`src/rtl/wof_pkg.sv`:
```
// Shared types and the gate function for the wof evaluation arbiter.
package wof_pkg;

  typedef enum logic [1:0] {
    IDLE = 2'd0,
    EVAL = 2'd1,
    RESP = 2'd2
  } state_t;

  // Operand order: bit3=one, bit2=two, bit1=three, bit0=four.
  function automatic logic wof_eval(input logic [3:0] op);
    logic one, two, three, four, five;
    one   = op[3];
    two   = op[2];
    three = op[1];
    four  = op[0];
    five  = two | three | four;
    return ~((one & two & five) | ~five);
  endfunction

endpackage

```
`src/rtl/wof_rr_pick.sv`:
```
// Combinational round-robin picker: first set request at or above rr_ptr, wrapping.
module wof_rr_pick #(
  parameter int NREQ = 4,
  parameter int IDW  = $clog2(NREQ)
) (
  input  logic [NREQ-1:0] req,
  input  logic [IDW-1:0]  rr_ptr,
  output logic [NREQ-1:0] gnt_onehot,
  output logic [IDW-1:0]  gnt_id,
  output logic            any
);

  logic [NREQ-1:0] rot;
  logic [IDW-1:0]  rot_idx [NREQ];

  // rot[k] is the request k positions after rr_ptr, so rot[0] has top priority.
  for (genvar gi = 0; gi < NREQ; gi++) begin : g_rot
    logic [IDW:0] sum;
    assign sum         = {1'b0, rr_ptr} + (IDW+1)'(gi);
    assign rot_idx[gi] = (sum >= (IDW+1)'(NREQ)) ? IDW'(sum - (IDW+1)'(NREQ)) : sum[IDW-1:0];
    assign rot[gi]     = req[rot_idx[gi]];
  end

  always_comb begin
    any    = 1'b0;
    gnt_id = '0;
    for (int k = NREQ - 1; k >= 0; k--) begin
      if (rot[k]) begin
        any    = 1'b1;
        gnt_id = rot_idx[k];
      end
    end
  end

  for (genvar gi = 0; gi < NREQ; gi++) begin : g_onehot
    assign gnt_onehot[gi] = any && (gnt_id == IDW'(gi));
  end

endmodule

```
`src/rtl/wof_eval_arbiter.sv`:
```
// Round-robin arbiter sharing one wof gate among NREQ requesters, with a tagged valid/ready result.
module wof_eval_arbiter
  import wof_pkg::*;
#(
  parameter int NREQ = 4,
  parameter int IDW  = $clog2(NREQ),
  parameter int CNTW = 8
) (
  input  logic              clk,
  input  logic              rst_n,
  input  logic [NREQ-1:0]   req,
  input  logic [4*NREQ-1:0] op_flat,
  output logic [NREQ-1:0]   ack,
  output logic              rsp_valid,
  input  logic              rsp_ready,
  output logic [IDW-1:0]    rsp_id,
  output logic              rsp_data,
  output logic              busy,
  output logic [CNTW-1:0]   eval_cnt
);

  state_t          state_reg, state_next;
  logic [NREQ-1:0] ack_reg, ack_next;
  logic            rsp_valid_reg, rsp_valid_next;
  logic [IDW-1:0]  rsp_id_reg, rsp_id_next;
  logic            rsp_data_reg, rsp_data_next;
  logic            busy_reg, busy_next;
  logic [CNTW-1:0] eval_cnt_reg, eval_cnt_next;
  logic [IDW-1:0]  rr_ptr_reg, rr_ptr_next;
  logic [3:0]      op_reg, op_next;

  logic [NREQ-1:0] gnt_onehot;
  logic [IDW-1:0]  gnt_id;
  logic            gnt_any;
  logic [3:0]      op_arr [NREQ];
  logic [IDW:0]    ptr_inc;
  logic [IDW-1:0]  ptr_wrap;

  wof_rr_pick #(
    .NREQ (NREQ),
    .IDW  (IDW)
  ) u_pick (
    .req        (req),
    .rr_ptr     (rr_ptr_reg),
    .gnt_onehot (gnt_onehot),
    .gnt_id     (gnt_id),
    .any        (gnt_any)
  );

  for (genvar gi = 0; gi < NREQ; gi++) begin : g_op
    assign op_arr[gi] = op_flat[4*gi +: 4];
  end

  assign ptr_inc  = {1'b0, gnt_id} + 1'b1;
  assign ptr_wrap = (ptr_inc == (IDW+1)'(NREQ)) ? '0 : ptr_inc[IDW-1:0];

  always_comb begin
    state_next     = state_reg;
    ack_next       = '0;
    rsp_valid_next = rsp_valid_reg;
    rsp_id_next    = rsp_id_reg;
    rsp_data_next  = rsp_data_reg;
    eval_cnt_next  = eval_cnt_reg;
    rr_ptr_next    = rr_ptr_reg;
    op_next        = op_reg;
    case (state_reg)
      IDLE: begin
        if (gnt_any) begin
          op_next     = op_arr[gnt_id];
          rsp_id_next = gnt_id;
          ack_next    = gnt_onehot;
          rr_ptr_next = ptr_wrap;
          state_next  = EVAL;
        end
      end
      EVAL: begin
        rsp_data_next  = wof_eval(op_reg);
        rsp_valid_next = 1'b1;
        state_next     = RESP;
      end
      RESP: begin
        if (rsp_ready) begin
          rsp_valid_next = 1'b0;
          if (eval_cnt_reg != '1) eval_cnt_next = eval_cnt_reg + 1'b1;
          state_next = IDLE;
        end
      end
      default: state_next = IDLE;
    endcase
    busy_next = (state_next != IDLE);
  end

  always_ff @(posedge clk) begin
    if (!rst_n) begin
      state_reg     <= IDLE;
      ack_reg       <= '0;
      rsp_valid_reg <= 1'b0;
      rsp_id_reg    <= '0;
      rsp_data_reg  <= 1'b0;
      busy_reg      <= 1'b0;
      eval_cnt_reg  <= '0;
      rr_ptr_reg    <= '0;
      op_reg        <= '0;
    end else begin
      state_reg     <= state_next;
      ack_reg       <= ack_next;
      rsp_valid_reg <= rsp_valid_next;
      rsp_id_reg    <= rsp_id_next;
      rsp_data_reg  <= rsp_data_next;
      busy_reg      <= busy_next;
      eval_cnt_reg  <= eval_cnt_next;
      rr_ptr_reg    <= rr_ptr_next;
      op_reg        <= op_next;
    end
  end

  assign ack       = ack_reg;
  assign rsp_valid = rsp_valid_reg;
  assign rsp_id    = rsp_id_reg;
  assign rsp_data  = rsp_data_reg;
  assign busy      = busy_reg;
  assign eval_cnt  = eval_cnt_reg;

endmodule
```
`config.mk`:
```
export PLATFORM = sky130hd
export DESIGN_NAME = wof_eval_arbiter
export DESIGN_NICKNAME = d
export VERILOG_FILES = /design/src/rtl/wof_pkg.sv /design/src/rtl/wof_rr_pick.sv /design/src/rtl/wof_eval_arbiter.sv
export SDC_FILE = /design/constraint.sdc
export NUM_CORES = 1
export LEC_CHECK = 0
export BUFFER_PORTS_ARGS = -buffer_cell sky130_fd_sc_hd__buf_4
export CAP_MARGIN = 20
export CORE_MARGIN = 3
export CORE_UTILIZATION = 53
export DETAILED_ROUTE_END_ITERATION = 8
export HOLD_SLACK_MARGIN = 0.05
export MAX_ROUTING_LAYER = met4
export PLACE_DENSITY_LB_ADDON = 0.1
export SLEW_MARGIN = 20
export SYNTH_ARGS = -nofsm -noshare
export SYNTH_HDL_FRONTEND = slang
export SYNTH_SLANG_ARGS = --single-unit
```
`constraint.sdc`:
```
create_clock -name clk -period 5.34 [get_ports clk]
set_clock_uncertainty 0.15 [all_clocks]
set_input_delay 0 -clock clk [delete_from_list [all_inputs] [get_ports clk]]
set_output_delay 0 -clock clk [all_outputs]
set_load 0.01 [all_outputs]
```
==> implementation parameters, run 1 <==
Parameter                              Value

Clocking
  TritonCTS clock tree    yes
  Post_cts resized    0
  Buffers from clock root to sink, at most    2
  Insertion delay of the later-clocked pin in the worst-skew pair    0.31 ns
  # clock sinks    25
  Clock buffer count from CTS    3
  H-tree levels    1
  Clock transition at the registers of the reported paths    0.13 ns
  Post-CTS repair timing setup buffer count    0
  CTS Root Buffer Type    sky130_fd_sc_hd__clkbuf_4

Placement
  Quantity of I/O buffers inserted on ports    39
  Placer Congestion    0.854
  Hpwl dp    2110 um
  Cell area after placement    1570 um^2
  Post-Place Cells    202

Timing
  Final setup violation count    0
  Final critical delay including setup and external delays    3.09 ns
  Slew @ Worst Pin    0.605 ns
  Highest Clock Rate    0.323 GHz
  Max-slew violations    0
  Setup repair after global routing missed its margin    no
  Slew headroom    59.3%
  Final Hold Vio Count    0
  Final period util    57.9%
  Final setup TNS    0 ns

Run
  Max-Cap Viols    0

Yosys
  Synth Area in Adders    4.97%
  Warnings from Yosys    0
  Share of cell area taken by muxes after synthesis    7.16%
  Portion of synthesized cell area occupied by the leading cell type    39.8%
  Post-synth cell types    38
  Largest family of logic cells by synthesized area    simple AND/OR/NAND/NOR gates
  Simple logic cell fraction of the synthesized area    24.7%
  Number of synthesized register bits    25
  Proportion of synthesized chip area in sequential cells    39.8%
  Share of the synthesized area in compound gates (AO/OA/AOI/OAI)    16.7%
  Cell with the most instances after synthesis    sky130_fd_sc_hd__dfxtp_1
  Number of enable-type register cells in the synthesized netlist    0
  Leading register cell type out of synthesis    sky130_fd_sc_hd__dfxtp_1
  Xor and xnor area share after synthesis    3.48%
  Fraction of registers with async set/reset    0%
  Gate count after technology mapping    138
  Area of the mapped netlist    1260 um^2
  Cell taking the most area after synthesis    sky130_fd_sc_hd__dfxtp_1
  Leading cell types by count after synthesis    sky130_fd_sc_hd__dfxtp_1, sky130_fd_sc_hd__nor2_1, sky130_fd_sc_hd__mux2i_1, sky130_fd_sc_hd__nand2_1
  Biggest area contributors in the synthesized netlist    sky130_fd_sc_hd__dfxtp_1, sky130_fd_sc_hd__mux2i_1, sky130_fd_sc_hd__ha_1, sky130_fd_sc_hd__nor2_1, sky130_fd_sc_hd__a211o_1
  Post-synthesis average cell area    9.12 um^2
  Synthesized netlist net count    166

Detailed routing
  Count of TritonRoute iterations in the first routing pass    4
  Ratio of routed vias to standard cells    5.51
  Remaining design rule violation count    0
  Average wire per cell in the routed design    13.9 um
  Final antenna-violating net count    0
  Detailed router's first-iteration violation count    18
  Aggregate routed wire length    3070 um
  Routed via count    1213

Finish
  Number of flip-flops under the largest register name    8
  Post-layout nets    221
  Syn-to-layout area delta    37.9%
  Count of non-filler cells in the finished layout    220
  Fraction of layout cells with a size suffix above 1    27.1%
  Final Cell Area    1740 um^2
  Diodes inserted    0

Global routing
  Maximum number of pins on one net before global-route repair    16
  Number of global-route vias before repair    1079
  Met3 demand-to-capacity share in global routing    3.27%
  Wire length of the first global-routing pass    4670 um
  Number of antenna violations at the first check in global routing    0
  Met1 global-route usage    26.5%
  GRT Overall Usage    22.0%
  Busiest grt layer    met2
  Fraction of met2 tracks used by global routing    36.4%
  Residual overflow from global routing    0

Min path
  Origin of the worst min-delay path    req[3]
  Worst min-delay path category    input pin to flip-flop

Setup path
  Reg-to-reg critical path startpoint    rr_ptr_reg[1]
  Delay contributed by the slowest stage of the critical path    0.59 ns
  First element of the critical path    rr_ptr_reg[1]
  Crit end category    flip-flop
  Data arrival time of the worst path    3.15 ns
  Category of the worst setup path launch point    flip-flop
  Critical-path maximum fanout    9
  Crit Path Class    flip-flop to flip-flop
  Crit-path slowest cell    sky130_fd_sc_hd__dlygate4sd3_1
  Worst path cell trace    mux2i_1 > nor2_2 > nor3_4 > mux2i_1 > dlygate4sd3_1 > o221ai_2 > dlygate4sd3_1
  Crit path required time    5.40 ns
  Internal reg-to-reg setup slack    2.25 ns
  Critical path buffer and inverter count    2
  Kind of cell adding the most delay to the critical path    buffers and inverters

Power
  Leakage power    0.776 nW
  IR drop worst, VDD    0.000179 V
  Power per unit of standard cell area    254 nW/um^2

Die
  Site row count    17
  Initial core utilization    56.4%
  Die area    3000 um^2
  X dimension of the die    54.7 um
  Y dimension of the die    54.7 um
  Boundary Pins    40
  Placeable core area    2230 um^2

Status
  Result of the run    finished, final reports clean
## area by class of cell
cell class,instances,area (um^2)
clock inverters,1,5.00
repair buffers,53,433
flip-flops and latches,25,500
multi-input cells,104,717
fillers,165,498
clock buffers,3,22.5
well taps,28,35.0
inverters,6,22.5
## tightest hold or removal path, cell delays in order
cell	delay, ns
sky130_fd_sc_hd__buf_4	0.12
sky130_fd_sc_hd__o22ai_2	0.17
sky130_fd_sc_hd__nand2b_1	0.19
sky130_fd_sc_hd__a21oi_1	0.11
## layout by cell type, fill, tap and decap left out, types with 3 or more instances in the layout
master / n
sky130_fd_sc_hd__o221ai_1: 3
sky130_fd_sc_hd__dlygate4sd3_1: 14
sky130_fd_sc_hd__clkbuf_4: 3
sky130_fd_sc_hd__a211o_1: 4
sky130_fd_sc_hd__and3_1: 5
sky130_fd_sc_hd__buf_4: 39
sky130_fd_sc_hd__nand2_1: 8
sky130_fd_sc_hd__nand3_1: 3
sky130_fd_sc_hd__o21ai_0: 5
sky130_fd_sc_hd__ha_1: 5
sky130_fd_sc_hd__dfxtp_1: 25
sky130_fd_sc_hd__nand2b_1: 3
sky130_fd_sc_hd__xnor2_1: 3
sky130_fd_sc_hd__o31ai_1: 4
sky130_fd_sc_hd__inv_1: 6
sky130_fd_sc_hd__mux2i_1: 9
sky130_fd_sc_hd__nor2_1: 16
sky130_fd_sc_hd__nand4_1: 5
sky130_fd_sc_hd__a21oi_1: 6
## power breakdown
group / switching, mW / leakage, nW / internal [mW]
Clock: 0.0532 / 0.0177 / 0.0280
Combinational: 0.0682 / 0.554 / 0.0711
Sequential: 0.0155 / 0.205 / 0.205
## logic make-up after synthesis
| logic type | count (synthesis) |
|---|---|
| simple gates | 56 |
| buf+inv | 9 |
| mux | 9 |
| xor+xnor | 5 |
| compound gates | 29 |
| flops | 25 |
| fa+ha+maj | 5 |
## metal layers
layer  vias to the layer above  wire [um]
li1                        608          -
met1                       557       1390
met2                        40       1470
met3                         8        139
met4                         0         69
met5                         -          0
## through the flow
step	worst slack [ns]	total power, mW	utilization (%)	hold WS [ns]
global route	2.12	0.465	77.7	0.170
finish	2.25	0.441	77.7	0.159
global placement	3.36	0.336	70.2	0.169
detailed placement	3.30	0.341	70.2	0.177
CTS	2.33	0.439	77.7	0.140
floorplan	3.52	0.299	-	-0.000189
## worst paths after layout
kind                                  end  cells after the start
worst max-delay path            op_reg[3]                      7
worst min-delay path            rsp_id[1]                      4
worst max register to register  op_reg[3]                      7
worst min register to register  rsp_id[1]                      2
## what timing repair did
item,4_1_cts,5_1_grt
hold endpoints to repair,14,0
endpoints found under the setup margin,0,0
hold buffers,14,0
Note: power is estimated with default switching activity, not from simulation.
==> run 2: changes to the inputs <==
--- a/config.mk
+++ b/config.mk
@@ -8,7 +8,7 @@
 export BUFFER_PORTS_ARGS = -buffer_cell sky130_fd_sc_hd__buf_4
 export CAP_MARGIN = 20
 export CORE_MARGIN = 3
-export CORE_UTILIZATION = 53
+export CORE_UTILIZATION = 49
 export DETAILED_ROUTE_END_ITERATION = 8
 export HOLD_SLACK_MARGIN = 0.05
 export MAX_ROUTING_LAYER = met4
==> constraint.sdc (replaced) <==
create_clock -name clk -period 3.1 [get_ports clk]
set_clock_uncertainty 0.15 [all_clocks]
set_input_delay 0 -clock clk [delete_from_list [all_inputs] [get_ports clk]]
set_output_delay 0 -clock clk [all_outputs]
set_load 0.01 [all_outputs]
==> run 2 against run 1 <==
Effect of this change: clock power increased by 82%; final area increased by 1.7%; utilization decreased by 1.6 points; largest power group unchanged; first-iteration DRC count is 100% higher; sequential share of layout area is 0.49 points lower; maximum frequency up 8.4%; combinational power increased by 81%.
==> implementation parameters, run 2 (synthesis results as in run 1) <==
Parameter                              Value

Min path
  Hold-critical path depth    4
  Worst min-delay path category    input pin to flip-flop

Setup path
  Cell count of the worst reg-to-reg path    8
  Category of the worst setup path launch point    flip-flop
  Internal reg-to-reg setup slack    0.25 ns
  Reg-to-reg critical path startpoint    rr_ptr_reg[1]
  Crit end category    flip-flop
  Crit path required time    3.16 ns
  Crit Path Class    flip-flop to flip-flop
  Endpoint of the worst setup timing path    op_reg[0]
  First element of the critical path    rr_ptr_reg[1]
  Data arrival time of the worst path    2.91 ns
  Critical-path maximum fanout    6
  Destination of the worst register-to-register timing path    op_reg[0]

Finish
  Filler instances    173
  Syn-to-layout area delta    40.3%
  Number of flip-flops under the largest register name    8
  Post-layout nets    223
  Final Cell Area    1770 um^2
  Most frequent standard cell in the layout excluding fill and tap cells    sky130_fd_sc_hd__buf_4
  Fraction of layout cells with a size suffix above 1    27.8%
  Most frequent cells in the layout    sky130_fd_sc_hd__buf_4, sky130_fd_sc_hd__dfxtp_1, sky130_fd_sc_hd__nor2_1
  Diodes inserted    0

Status
  Result of the run    finished, final reports clean

Placement
  Setup slack at placement    1.05 ns
  Cell area after placement    1570 um^2
  Quantity of I/O buffers inserted on ports    39
  Hpwl dp    2160 um
  Placer Congestion    0.769

Power
  Power per unit of standard cell area    441 nW/um^2
  IR drop worst, VDD    0.000352 V
  Leakage power    0.787 nW

Timing
  Highest Clock Rate    0.351 GHz
  Final WS setup    0.248 ns
  Setup repair after global routing missed its margin    no
  Final critical delay including setup and external delays    2.85 ns
  Max-slew violations    0
  Final setup violation count    0
  Slew @ Worst Pin    0.568 ns
  Final period util    92.0%
  Final Hold Vio Count    0
  Final setup TNS    0 ns
  Slew headroom    62.0%

Die
  Placeable core area    2320 um^2
  Initial core utilization    54.3%
  X dimension of the die    56.7 um
  Y dimension of the die    56.7 um
  Site row count    17
  Boundary Pins    40
  Die area    3210 um^2

Global routing
  GRT Overall Usage    20.5%
  Residual overflow from global routing    0
  Number of global-route vias before repair    1145
  Number of antenna violations at the first check in global routing    0
  Wire length of the first global-routing pass    5150 um
  Maximum number of pins on one net before global-route repair    16

Detailed routing
  Routed via count    1209
  Average wire per cell in the routed design    13.6 um
  Remaining design rule violation count    0
  Ratio of routed vias to standard cells    5.45
  Aggregate routed wire length    3020 um
  Detailed router's first-iteration violation count    36
  Final antenna-violating net count    0
  Count of TritonRoute iterations in the first routing pass    4

Clocking
  CTS Root Buffer Type    sky130_fd_sc_hd__clkbuf_4
  Insertion delay of the later-clocked pin in the worst-skew pair    0.32 ns
  H-tree levels    1
  Clock buffer count from CTS    3
  Clock transition at the registers of the reported paths    0.15 ns
  Buffers from clock root to sink, at most    2
  TritonCTS clock tree    yes
  # clock sinks    25

Run
  Max-Cap Viols    0
run 2: worst min path at each step:
stage / start / to / slack (ns)
6_report: req[3] / rsp_id[1] / 0.13
5_1_grt: req[3] / rsp_id[1] / 0.15
4_1_cts: req[3] / rsp_id[1] / 0.12
3_5_place_dp: op_flat[2] / op_reg[2] / 0.17
3_3_place_gp: op_flat[1] / op_reg[1] / 0.17
2_1_floorplan: rst_n / state_reg[0] / -0.0002
run 2: power breakdown:
| group | total [mW] | switching, mW | internal, mW | leakage [nW] |
|---|---|---|---|---|
| registers | 0.378 | 0.0251 | 0.353 | 0.205 |
| logic | 0.251 | 0.117 | 0.135 | 0.568 |
| clock network | 0.148 | 0.0990 | 0.0493 | 0.0139 |
run 2: critical path, stage by stage (launching register included):
cell and delay [ns]:
sky130_fd_sc_hd__dfxtp_1 0.47, sky130_fd_sc_hd__mux2i_1 0.28, sky130_fd_sc_hd__nor2_2 0.11, sky130_fd_sc_hd__nor3_4 0.16
sky130_fd_sc_hd__buf_12 0.14, sky130_fd_sc_hd__mux2i_1 0.17, sky130_fd_sc_hd__dlygate4sd3_1 0.56, sky130_fd_sc_hd__o221ai_1 0.12
sky130_fd_sc_hd__dlygate4sd3_1 0.60
run 2: cell type report:
class | instances | area, um^2 | area share [%]
Clock inverter | 1 | 7.51 | 0.425
Sequential cell | 25 | 500 | 28.3
Clock buffer | 3 | 22.5 | 1.28
Tap cell | 28 | 35.0 | 1.98
Multi-Input combinational cell | 104 | 717 | 40.6
Timing Repair Buffer | 55 | 460 | 26.1
Inverter | 6 | 22.5 | 1.28
run 2: metal layers:
metal  global-route usage, %  vias to the layer above  part of all wire, %
li1                        -                      612                    -
met1                    27.9                      560                   48
met2                    32.3                       37                   46
met3                    2.99                        0                  5.4
met4                    4.07                        0                    0
met5                       -                        -                    0
run 2: stage by stage:
stage / utilization [%] / hold slack, ns / std cells / power (mW)
floorplan: - / -0.000189 / 138 / 0.514
global placement: 67.6 / 0.170 / 202 / 0.581
detailed placement: 67.6 / 0.174 / 202 / 0.587
CTS: 75.0 / 0.118 / 220 / 0.766
global route: 76.1 / 0.152 / 222 / 0.824
finish: 76.1 / 0.134 / 222 / 0.778
run 2: repair_timing:
action | CTS | global route
setup endpoints to repair | 0 | 4
hold endpoints to repair | 14 | 0
hold buffers | 14 | 0
buffers inserted | 0 | 2
resized for setup | 0 | 0
==> run 3: changes to the inputs <==
--- a/config.mk
+++ b/config.mk
@@ -7,6 +7,7 @@
 export LEC_CHECK = 0
 export BUFFER_PORTS_ARGS = -buffer_cell sky130_fd_sc_hd__buf_4
 export CAP_MARGIN = 20
+export CORE_ASPECT_RATIO = 1.5
 export CORE_MARGIN = 3
 export CORE_UTILIZATION = 49
 export DETAILED_ROUTE_END_ITERATION = 8
==> run 3 against run 2 <==
Effect of this change: first-iteration DRC count shrank 31%; critical path depth decreased by 1; global-route usage increased by 1.9 points; critical endpoint is now op_reg[3]; maximum frequency shrank 3.7%; via count increased by 2.1%; largest power group unchanged; total power decreased by 2.3%.
==> implementation parameters, run 3 (synthesis results as in run 1) <==
Parameter                              Value

Global routing
  Maximum number of pins on one net before global-route repair    16
  GRT Overall Usage    22.4%
  Residual overflow from global routing    0
  Wire length of the first global-routing pass    5000 um
  Number of antenna violations at the first check in global routing    0
  Number of global-route vias before repair    1168

Power
  Leakage power    0.779 nW
  Portion of total power attributed to sequential cells    49.6%
  Portion of total power attributed to the clock network    18.6%
  Power per unit of standard cell area    438 nW/um^2
  IR drop worst, VDD    0.000304 V
  Internal power summed over all cells    0.528 mW
  Proportion of power drawn by combinational gates    31.8%
  Switching share of power    30.5%
  Net switching power    0.232 mW

Detailed routing
  Remaining design rule violation count    0
  Routed via count    1234
  Ratio of routed vias to standard cells    5.71
  Detailed router's first-iteration violation count    25
  Final antenna-violating net count    0
  Average wire per cell in the routed design    14.6 um
  Aggregate routed wire length    3150 um
  Count of TritonRoute iterations in the first routing pass    4

Setup path
  Crit path required time    3.17 ns
  Worst path cell trace    mux2i_1 > nor2_2 > nor3_4 > mux2i_1 > dlygate4sd3_1 > o221ai_2 > dlygate4sd3_1
  Crit end category    flip-flop
  Crit-path slowest cell    sky130_fd_sc_hd__dlygate4sd3_1
  Data arrival time of the worst path    3.03 ns
  Crit Path Class    flip-flop to flip-flop
  Delay contributed by the slowest stage of the critical path    0.60 ns
  Critical-path maximum fanout    6
  Category of the worst setup path launch point    flip-flop

Finish
  Post-layout nets    222
  Most frequent cells in the layout    sky130_fd_sc_hd__buf_4, sky130_fd_sc_hd__dfxtp_1, sky130_fd_sc_hd__nor2_1
  Share of the core filled with cells in the final layout    74.2%
  Area used by multi-input combinational logic    717 um^2
  Fraction of layout cells with a size suffix above 1    26.9%
  Filler instances    181
  Syn-to-layout area delta    37.9%
  Number of flip-flops under the largest register name    8
  Most frequent standard cell in the layout excluding fill and tap cells    sky130_fd_sc_hd__buf_4
  Count of non-filler cells in the finished layout    216
  Diodes inserted    0
  Sequential cell area    500 um^2

Die
  Boundary Pins    40
  Y dimension of the die    68.1 um
  Site row count    21
  Placeable core area    2340 um^2
  X dimension of the die    47.4 um
  Initial core utilization    53.8%
  Die area    3230 um^2

Timing
  Final setup violation count    0
  Final critical delay including setup and external delays    2.96 ns
  Max-slew violations    0
  Highest Clock Rate    0.338 GHz
  Slew headroom    62.6%
  Hold slack final    0.171 ns
  Final setup TNS    0 ns
  Final Hold Vio Count    0
  Final period util    95.5%
  Slew @ Worst Pin    0.560 ns
  Final WS setup    0.139 ns
  Setup repair after global routing missed its margin    no

Clocking
  CTS Root Buffer Type    sky130_fd_sc_hd__clkbuf_4
  TritonCTS clock tree    yes
  Buffers from clock root to sink, at most    2
  Clock transition at the registers of the reported paths    0.13 ns
  H-tree levels    1
  # clock sinks    25
  Insertion delay of the later-clocked pin in the worst-skew pair    0.32 ns
  Clock buffer count from CTS    3

Placement
  Post-Place Cells    197
  Setup slack at placement    1.05 ns
  Hpwl dp    2200 um
  Placer Congestion    0.849
  Quantity of I/O buffers inserted on ports    39

Run
  Max-Cap Viols    0

Min path
  Worst min-delay path category    input pin to flip-flop

Status
  Result of the run    finished, final reports clean
[run 3: final timing paths]
check | startpoint | end | slack, ns | cells past startpoint
hold / removal | req[3] | rsp_id[1] | 0.17 | 4
setup reg to reg | rr_ptr_reg[1] | op_reg[3] | 0.14 | 7
hold reg to reg | rsp_id[1] | rsp_id[1] | 0.34 | 2
setup / recovery | rr_ptr_reg[1] | op_reg[3] | 0.14 | 7
[run 3: final cells by class]
class	instances	share of cell area [%]
Sequential cell	25	28.8
Tap cell	23	1.66
Multi-Input combinational cell	104	41.3
Inverter	6	1.30
Clock buffer	4	1.51
Timing Repair Buffer	54	25.4
[run 3: per-layer routing]
layer / track usage, % / wire length [um] / share of wire (%) / vias up
met5: - / 0 / 0 / -
met4: 14.2 / 131 / 4.2 / 0
met3: 2.89 / 153 / 4.9 / 12
met2: 39.4 / 1650 / 53 / 43
met1: 21.7 / 1210 / 38 / 573
li1: - / - / - / 606
[run 3: per-stage QoR]
step	power, mW	cell area, um^2
2_1_floorplan	0.514	1260
3_3_place_gp	0.578	1560
3_5_place_dp	0.586	1560
4_1_cts	0.751	1730
5_1_grt	0.799	1740
6_report	0.760	1740
[run 3: critical path, delay by kind of cell (launching register included)]
kind | cells | cell delay (ns)
buf+inv | 2 | 1.20
mux | 2 | 0.51
flops | 1 | 0.46
simple gates | 2 | 0.43
compound gates | 1 | 0.12
[run 3: power groups by stage]
stage	Sequential, mW	Clock, mW	Combinational, mW
CTS	0.376	0.142	0.233
global placement	0.382	0	0.197
global route	0.380	0.154	0.265
detailed placement	0.384	0	0.202
floorplan	0.385	0	0.129
finish	0.377	0.141	0.241
[run 3: what timing repair did]
item                                    4_1_cts  5_1_grt
gates resized for setup                       0        0
hold buffers                                 14        0
endpoints found under the setup margin        0        4
buffers inserted                              0        1
endpoints found under the hold margin        14        0
